$ cat src/rtl/stage4_memory_if.sv
// Handshake and bus bundle for the LEGv8 memory-access stage: execute input,
// data-memory port, writeback output and branch redirect.
interface stage4_memory_if #(
  parameter int DATA_W = 64,
  parameter int REG_W  = 5
);
  logic              ex_valid;
  logic              ex_ready;
  logic [DATA_W-1:0] ex_result;
  logic              ex_zero;
  logic [DATA_W-1:0] ex_store_data;
  logic [REG_W-1:0]  ex_rd;
  logic              ex_memread;
  logic              ex_memwrite;
  logic              ex_regwrite;
  logic              ex_memtoreg;
  logic              ex_branch;
  logic              ex_uncond;
  logic [DATA_W-1:0] ex_branch_target;

  logic              mem_req;
  logic              mem_we;
  logic [DATA_W-1:0] mem_addr;
  logic [DATA_W-1:0] mem_wdata;
  logic              mem_ack;
  logic [DATA_W-1:0] mem_rdata;

  logic              wb_valid;
  logic              wb_ready;
  logic [DATA_W-1:0] wb_data;
  logic [REG_W-1:0]  wb_rd;
  logic              wb_regwrite;

  logic              pc_src;
  logic [DATA_W-1:0] pc_target;
  logic              misalign;

  modport slave (
    input  ex_valid, ex_result, ex_zero, ex_store_data, ex_rd, ex_memread,
           ex_memwrite, ex_regwrite, ex_memtoreg, ex_branch, ex_uncond,
           ex_branch_target, mem_ack, mem_rdata, wb_ready,
    output ex_ready, mem_req, mem_we, mem_addr, mem_wdata, wb_valid, wb_data,
           wb_rd, wb_regwrite, pc_src, pc_target, misalign
  );

  modport master (
    output ex_valid, ex_result, ex_zero, ex_store_data, ex_rd, ex_memread,
           ex_memwrite, ex_regwrite, ex_memtoreg, ex_branch, ex_uncond,
           ex_branch_target, mem_ack, mem_rdata, wb_ready,
    input  ex_ready, mem_req, mem_we, mem_addr, mem_wdata, wb_valid, wb_data,
           wb_rd, wb_regwrite, pc_src, pc_target, misalign
  );
endinterface

$ cat src/rtl/stage4_memory.sv
// LEGv8 memory-access stage: issues LDUR/STUR over req/ack, resolves CBZ/B,
// and retires every bundle in order through a valid/ready writeback port.
module stage4_memory #(
  parameter int DATA_W = 64,
  parameter int REG_W  = 5
) (
  input  logic           clk,
  input  logic           rst_n,
  stage4_memory_if.slave bus
);

  typedef enum logic {IDLE, MEM_WAIT} state_t;

  state_t            state, state_next;
  logic              ready;
  logic              accept;
  logic              is_mem;
  logic              mem_done;
  logic              take_branch;
  logic [REG_W-1:0]  rd_p1;
  logic              regwrite_p1;
  logic              load_p1;

  always_ff @(posedge clk) begin
    if (!rst_n) state <= IDLE;
    else        state <= state_next;
  end

  always_comb begin
    state_next   = state;
    ready        = (state == IDLE) && (!bus.wb_valid || bus.wb_ready);
    bus.ex_ready = ready;
    is_mem       = bus.ex_memread || bus.ex_memwrite;
    accept       = bus.ex_valid && ready;
    take_branch  = (bus.ex_branch && bus.ex_zero) || bus.ex_uncond;
    mem_done     = (state == MEM_WAIT) && bus.mem_req && bus.mem_ack;
    case (state)
      IDLE:     if (accept && is_mem) state_next = MEM_WAIT;
      MEM_WAIT: if (mem_done)         state_next = IDLE;
      default:                        state_next = IDLE;
    endcase
  end

  // Stage p1: registered memory request, writeback bundle and redirect
  always_ff @(posedge clk) begin
    if (!rst_n) begin
      bus.mem_req     <= 1'b0;
      bus.mem_we      <= 1'b0;
      bus.mem_addr    <= '0;
      bus.mem_wdata   <= '0;
      bus.wb_valid    <= 1'b0;
      bus.wb_data     <= '0;
      bus.wb_rd       <= '0;
      bus.wb_regwrite <= 1'b0;
      bus.pc_src      <= 1'b0;
      bus.pc_target   <= '0;
      bus.misalign    <= 1'b0;
      rd_p1           <= '0;
      regwrite_p1     <= 1'b0;
      load_p1         <= 1'b0;
    end else begin
      bus.pc_src   <= accept && take_branch;
      bus.misalign <= accept && is_mem && (bus.ex_result[2:0] != 3'b000);
      if (accept) bus.pc_target <= bus.ex_branch_target;

      // A combined read+write performs only the load
      if (accept && is_mem) begin
        bus.mem_req   <= 1'b1;
        bus.mem_we    <= bus.ex_memwrite && !bus.ex_memread;
        bus.mem_addr  <= {bus.ex_result[DATA_W-1:3], 3'b000};
        bus.mem_wdata <= bus.ex_store_data;
        rd_p1         <= bus.ex_rd;
        regwrite_p1   <= bus.ex_regwrite;
        load_p1       <= bus.ex_memread;
      end else if (mem_done) begin
        bus.mem_req   <= 1'b0;
      end

      // Stores retire as a zero-data, no-write marker to keep order visible
      if (accept && !is_mem) begin
        bus.wb_valid    <= 1'b1;
        bus.wb_data     <= bus.ex_result;
        bus.wb_rd       <= bus.ex_rd;
        bus.wb_regwrite <= bus.ex_regwrite;
      end else if (mem_done) begin
        bus.wb_valid    <= 1'b1;
        bus.wb_data     <= load_p1 ? bus.mem_rdata : '0;
        bus.wb_rd       <= rd_p1;
        bus.wb_regwrite <= load_p1 && regwrite_p1;
      end else if (bus.wb_ready) begin
        bus.wb_valid    <= 1'b0;
      end
    end
  end

endmodule

$ cat src/flat_wrapper.sv
// flat-port wrapper written by rule: the top's interface ports become plain ports
module stage4_memory_flat 
#(
  parameter int DATA_W = 64,
  parameter int REG_W  = 5
)
  (clk, rst_n, bus_ex_valid, bus_ex_result, bus_ex_zero, bus_ex_store_data, bus_ex_rd, bus_ex_memread, bus_ex_memwrite, bus_ex_regwrite, bus_ex_memtoreg, bus_ex_branch, bus_ex_uncond, bus_ex_branch_target, bus_mem_ack, bus_mem_rdata, bus_wb_ready, bus_ex_ready, bus_mem_req, bus_mem_we, bus_mem_addr, bus_mem_wdata, bus_wb_valid, bus_wb_data, bus_wb_rd, bus_wb_regwrite, bus_pc_src, bus_pc_target, bus_misalign);
  stage4_memory_if #(.DATA_W(DATA_W), .REG_W(REG_W)) bus_i ();
  input  logic clk;
  input  logic rst_n;
  input wire logic [$bits(bus_i.ex_valid)-1:0] bus_ex_valid;
  input wire logic [$bits(bus_i.ex_result)-1:0] bus_ex_result;
  input wire logic [$bits(bus_i.ex_zero)-1:0] bus_ex_zero;
  input wire logic [$bits(bus_i.ex_store_data)-1:0] bus_ex_store_data;
  input wire logic [$bits(bus_i.ex_rd)-1:0] bus_ex_rd;
  input wire logic [$bits(bus_i.ex_memread)-1:0] bus_ex_memread;
  input wire logic [$bits(bus_i.ex_memwrite)-1:0] bus_ex_memwrite;
  input wire logic [$bits(bus_i.ex_regwrite)-1:0] bus_ex_regwrite;
  input wire logic [$bits(bus_i.ex_memtoreg)-1:0] bus_ex_memtoreg;
  input wire logic [$bits(bus_i.ex_branch)-1:0] bus_ex_branch;
  input wire logic [$bits(bus_i.ex_uncond)-1:0] bus_ex_uncond;
  input wire logic [$bits(bus_i.ex_branch_target)-1:0] bus_ex_branch_target;
  input wire logic [$bits(bus_i.mem_ack)-1:0] bus_mem_ack;
  input wire logic [$bits(bus_i.mem_rdata)-1:0] bus_mem_rdata;
  input wire logic [$bits(bus_i.wb_ready)-1:0] bus_wb_ready;
  output wire logic [$bits(bus_i.ex_ready)-1:0] bus_ex_ready;
  output wire logic [$bits(bus_i.mem_req)-1:0] bus_mem_req;
  output wire logic [$bits(bus_i.mem_we)-1:0] bus_mem_we;
  output wire logic [$bits(bus_i.mem_addr)-1:0] bus_mem_addr;
  output wire logic [$bits(bus_i.mem_wdata)-1:0] bus_mem_wdata;
  output wire logic [$bits(bus_i.wb_valid)-1:0] bus_wb_valid;
  output wire logic [$bits(bus_i.wb_data)-1:0] bus_wb_data;
  output wire logic [$bits(bus_i.wb_rd)-1:0] bus_wb_rd;
  output wire logic [$bits(bus_i.wb_regwrite)-1:0] bus_wb_regwrite;
  output wire logic [$bits(bus_i.pc_src)-1:0] bus_pc_src;
  output wire logic [$bits(bus_i.pc_target)-1:0] bus_pc_target;
  output wire logic [$bits(bus_i.misalign)-1:0] bus_misalign;
  assign bus_i.ex_valid = bus_ex_valid;
  assign bus_i.ex_result = bus_ex_result;
  assign bus_i.ex_zero = bus_ex_zero;
  assign bus_i.ex_store_data = bus_ex_store_data;
  assign bus_i.ex_rd = bus_ex_rd;
  assign bus_i.ex_memread = bus_ex_memread;
  assign bus_i.ex_memwrite = bus_ex_memwrite;
  assign bus_i.ex_regwrite = bus_ex_regwrite;
  assign bus_i.ex_memtoreg = bus_ex_memtoreg;
  assign bus_i.ex_branch = bus_ex_branch;
  assign bus_i.ex_uncond = bus_ex_uncond;
  assign bus_i.ex_branch_target = bus_ex_branch_target;
  assign bus_i.mem_ack = bus_mem_ack;
  assign bus_i.mem_rdata = bus_mem_rdata;
  assign bus_i.wb_ready = bus_wb_ready;
  assign bus_ex_ready = bus_i.ex_ready;
  assign bus_mem_req = bus_i.mem_req;
  assign bus_mem_we = bus_i.mem_we;
  assign bus_mem_addr = bus_i.mem_addr;
  assign bus_mem_wdata = bus_i.mem_wdata;
  assign bus_wb_valid = bus_i.wb_valid;
  assign bus_wb_data = bus_i.wb_data;
  assign bus_wb_rd = bus_i.wb_rd;
  assign bus_wb_regwrite = bus_i.wb_regwrite;
  assign bus_pc_src = bus_i.pc_src;
  assign bus_pc_target = bus_i.pc_target;
  assign bus_misalign = bus_i.misalign;
  stage4_memory #(.DATA_W(DATA_W), .REG_W(REG_W)) u_core (.clk(clk), .rst_n(rst_n), .bus(bus_i));
endmodule
$ cat config.mk
export PLATFORM = sky130hd
export DESIGN_NAME = stage4_memory_flat
export DESIGN_NICKNAME = d
export VERILOG_FILES = /design/src/rtl/stage4_memory_if.sv /design/src/rtl/stage4_memory.sv /design/src/flat_wrapper.sv
export SDC_FILE = /design/constraint.sdc
export NUM_CORES = 1
export LEC_CHECK = 0
export CORE_AREA = 2 2 209 211
export CTS_CLUSTER_SIZE = 25
export DETAILED_ROUTE_END_ITERATION = 7
export DIE_AREA = 0 0 211 213
export GPL_TIMING_DRIVEN = 0
export SYNTH_ARGS = -nofsm -noshare
export SYNTH_HDL_FRONTEND = slang
export SYNTH_SLANG_ARGS = --single-unit
$ cat constraint.sdc
create_clock -name clk -period 3.3 [get_ports clk]
set_input_delay 0.33 -clock clk [delete_from_list [all_inputs] [get_ports clk]]
set_output_delay 0.33 -clock clk [all_outputs]
set_load 0.01 [all_outputs]
==> flow_summary.ini <==
[floorplan]
die_width_um = 211
design.core.area_sq_mm = 0.0427
design.die.area_sq_mm = 0.0449
floorplan.die.height_um = 213
floorplan.initialDensity_pct = 28.3
number_of_primary_i_o_pins = 541
core.rowCount = 76

[pwr]
irDropWorstVdd_v = 0.000260
cellLeakagePower_nw = 6.74
p_per_area_mw_per_mm2 = 482
report.power.total_w = 0.00928

[timing]
final_period_minus_worst_setup_slack_ns = 2.91
grt_setup_unrepaired = no
highest_achievable_clock_rate_mhz = 344
max_slew_margin_pct = 38.6
finalHoldViolCount = 0
fin_setup_tns_ns = 0
finClkSkew_ns = 0.0211
tightestPinTransition_ns = 0.921
finalCritPeriodShare_pct = 88.2
final_max_slew_viol_count = 0
finalSetupViolCount = 0

[yosys]
seq_area_frac_synth_pct = 45.0
synth_top_area_cell = sky130_fd_sc_hd__dfxtp_1
synthMostInstantiatedCell = sky130_fd_sc_hd__dfxtp_1
synth_area_per_cell_sq_um = 8.84
gate_count_of_the_mapped_netlist = 1369
synth_enable_flop_cells = 0
synth_top_area_share_pct = 45.0
flip_flop_and_latch_count_after_synthesis = 272
synthArstFlopShare_pct = 0
synth_cell_type_count = 27
ys_top_cells_by_area = sky130_fd_sc_hd__dfxtp_1, sky130_fd_sc_hd__a21oi_1, sky130_fd_sc_hd__o31ai_1, sky130_fd_sc_hd__o41ai_2, sky130_fd_sc_hd__nand4_1
synth_top_cells_by_count = sky130_fd_sc_hd__dfxtp_1, sky130_fd_sc_hd__a21oi_1, sky130_fd_sc_hd__nand3_1, sky130_fd_sc_hd__o31ai_1, sky130_fd_sc_hd__nand4_1
synth.yosys.warnings = 0
synth_ff_type = sky130_fd_sc_hd__dfxtp_1
mappedNetlistArea_sq_mm = 0.0121

[clock_tree]
worstSkewPairLatency_ns = 0.55
cts_post_setup_buffers_inserted = 0
htree_levels = 2
clkTransAtPathRegs_ns = 0.06
post_cts_resized = 0
cts.hold.buffers_added = 0
cts_num_sinks = 272
tritoncts_clock_tree = built
numCtsBuffers = 35
cts.path.max_buffers = 3
clock_tree.root_cell = sky130_fd_sc_hd__clkbuf_16

[grt]
grt_start_max_net_pins = 12
grt.total_usage_pct = 24.7
initial_antenna_violation_count = 5
first_global_vias = 13800
grt_first_pass_wirelength_mm = 84.2
grt_remaining_overflow = 0

[detailed_routing]
routed_wire_length_per_instance_um = 23.0
via_per_inst = 5.46
drt_pass1_iterations = 7
drt_wl_total_mm = 57.8
total_number_of_vias = 13700
final_antenna_net_count = 0
drt_iter0_markers = 797
drc_errors = 0

[setup_path]
worst_path_largest_cell_delay_ns = 0.55
worstSetupStartpointType = flip-flop
critical_path.cell_chain = nor2b_4 > buf_4 > clkbuf_1 > nor2_1 > clkdlybuf4s50_1
r2r_slack_ns = 1.29
timing.critical_path.arrival_ns = 2.58
endpoint_kind = output port
cp_max_delay_cell = sky130_fd_sc_hd__clkdlybuf4s50_1
critical_path_required_time_ns = 2.97
critical_path_class = flip-flop to output port
critical_path.reg2reg.startpoint = u_core.state
worstPathMaxFanout = 10
worst_setup_path_startpoint = u_core.bus.wb_valid

[placed_design]
gp_congestion = 0.901
placement.io_buffers = 535
place_hpwl_mm = 43.9

[run_status]
run_status = finished, final reports clean

[finish]
post_layout_nets = 2216
syn_to_final_growth_pct = 59.3
filler_cell_count = 4181
drive_gt1_share_pct = 11.3

[run]
maxCapViolations = 0

[min_path]
hp-start = rst_n
hp-class = input port to flip-flop
[cell families after synthesis]
family          after synthesis  synth area share [%]
flops                       272                  45.0
other cells                   1                0.0310
simple gates                355                  15.4
buf+inv                     204                  8.42
compound gates              537                  31.1
[state kept, by name, indices dropped and copies added (netlist names), 5 cells and up]
register and flops:
u_core.bus.pc_target 64, u_core.bus.mem_addr 61, u_core.bus.wb_data 64, u_core.bus.mem_wdata 64, u_core.rd_p1 5, u_core.bus.wb_rd 5
[stage by stage]
stage          std cells  hold slack (ns)  cell area, sq um  setup WS [ns]  util (%)
5_1_grt             2510            0.340             19300          0.158      45.1
4_1_cts             2510            0.321             19300          0.265      45.1
6_report            2511            0.331             19300          0.389      45.1
3_3_place_gp        2452            0.455             18100          0.436      42.5
3_5_place_dp        2452            0.458             18100          0.455      42.5
2_1_floorplan       1371            0.447             12100           1.93         -
[area by class of cell]
| type | count | area (sq um) | share of cell area (%) |
|---|---|---|---|
| tap | 546 | 683 | 3.54 |
| sequential | 272 | 5450 | 28.3 |
| clock inverter | 10 | 103 | 0.532 |
| multi-input combinational | 895 | 5640 | 29.3 |
| inverter | 2 | 7.51 | 0.0390 |
| clock buffer | 48 | 1030 | 5.33 |
| antenna | 1 | 2.50 | 0.0130 |
| timing repair buffer | 535 | 5360 | 27.8 |
| buffer | 202 | 1010 | 5.25 |
[power by group]
part / total [W] / internal, W / switching [W]
registers: 0.00361 / 0.00349 / 0.000119
logic: 0.00182 / 0.000896 / 0.000920
clock network: 0.00385 / 0.00232 / 0.00153
[worst paths after layout]
check                                                to  cells past startpoint
worst max-delay path                       bus_ex_ready                      5
worst min register to register  u_core.bus.mem_addr[15]                      2
worst max register to register   u_core.bus.wb_data[49]                      5
worst min-delay path                u_core.bus.misalign                      3
[routing by layer]
metal  track usage, %  up-vias  share of wire [%]  wire length (um)
met1             28.2     6550                 40             22900
li1                 -     6411                  -                 -
met3             7.81      147                8.3              4770
met2             42.0      606                 47             27400
met5                0        -              0.099                57
met4             11.3        8                4.5              2610
[layout by cell type (no fill, tap or decap)]
cell type	Yosys	layout
sky130_fd_sc_hd__a21oi_1	199	199
sky130_fd_sc_hd__a31oi_1	72	72
sky130_fd_sc_hd__and3_1	1	1
sky130_fd_sc_hd__buf_1	4	4
sky130_fd_sc_hd__buf_2	88	88
sky130_fd_sc_hd__buf_4	10	10
sky130_fd_sc_hd__buf_6	14	14
sky130_fd_sc_hd__bufinv_16	0	2
sky130_fd_sc_hd__clkbuf_1	86	91
sky130_fd_sc_hd__clkbuf_16	0	37
sky130_fd_sc_hd__clkbuf_8	0	6
sky130_fd_sc_hd__clkdlybuf4s50_1	0	535
sky130_fd_sc_hd__clkinv_2	0	7
sky130_fd_sc_hd__clkinvlp_4	0	1
sky130_fd_sc_hd__conb_1	1	3
sky130_fd_sc_hd__dfxtp_1	272	272
sky130_fd_sc_hd__diode_2	0	1
sky130_fd_sc_hd__inv_1	2	2
sky130_fd_sc_hd__nand2_1	78	78
sky130_fd_sc_hd__nand2b_1	2	2
sky130_fd_sc_hd__nand3_1	133	133
sky130_fd_sc_hd__nand3_2	1	1
sky130_fd_sc_hd__nand4_1	131	131
sky130_fd_sc_hd__nor2_1	2	2
sky130_fd_sc_hd__nor2_2	1	1
sky130_fd_sc_hd__nor2b_2	1	1
sky130_fd_sc_hd__nor2b_4	1	1
sky130_fd_sc_hd__nor3_1	2	2
sky130_fd_sc_hd__nor3b_1	1	1
sky130_fd_sc_hd__o21ai_0	64	64
sky130_fd_sc_hd__o31ai_1	132	132
sky130_fd_sc_hd__o41ai_1	18	18
sky130_fd_sc_hd__o41ai_2	52	52
sky130_fd_sc_hd__or2_1	1	1
[critical path: cells and delay by family (launching register included)]
family	cells	cell delay, ns
buffers and inverters	3	1.30
DFF	1	0.36
and+or+nand+nor	2	0.38
No activity file was read; power rests on OpenSTA's default activity.
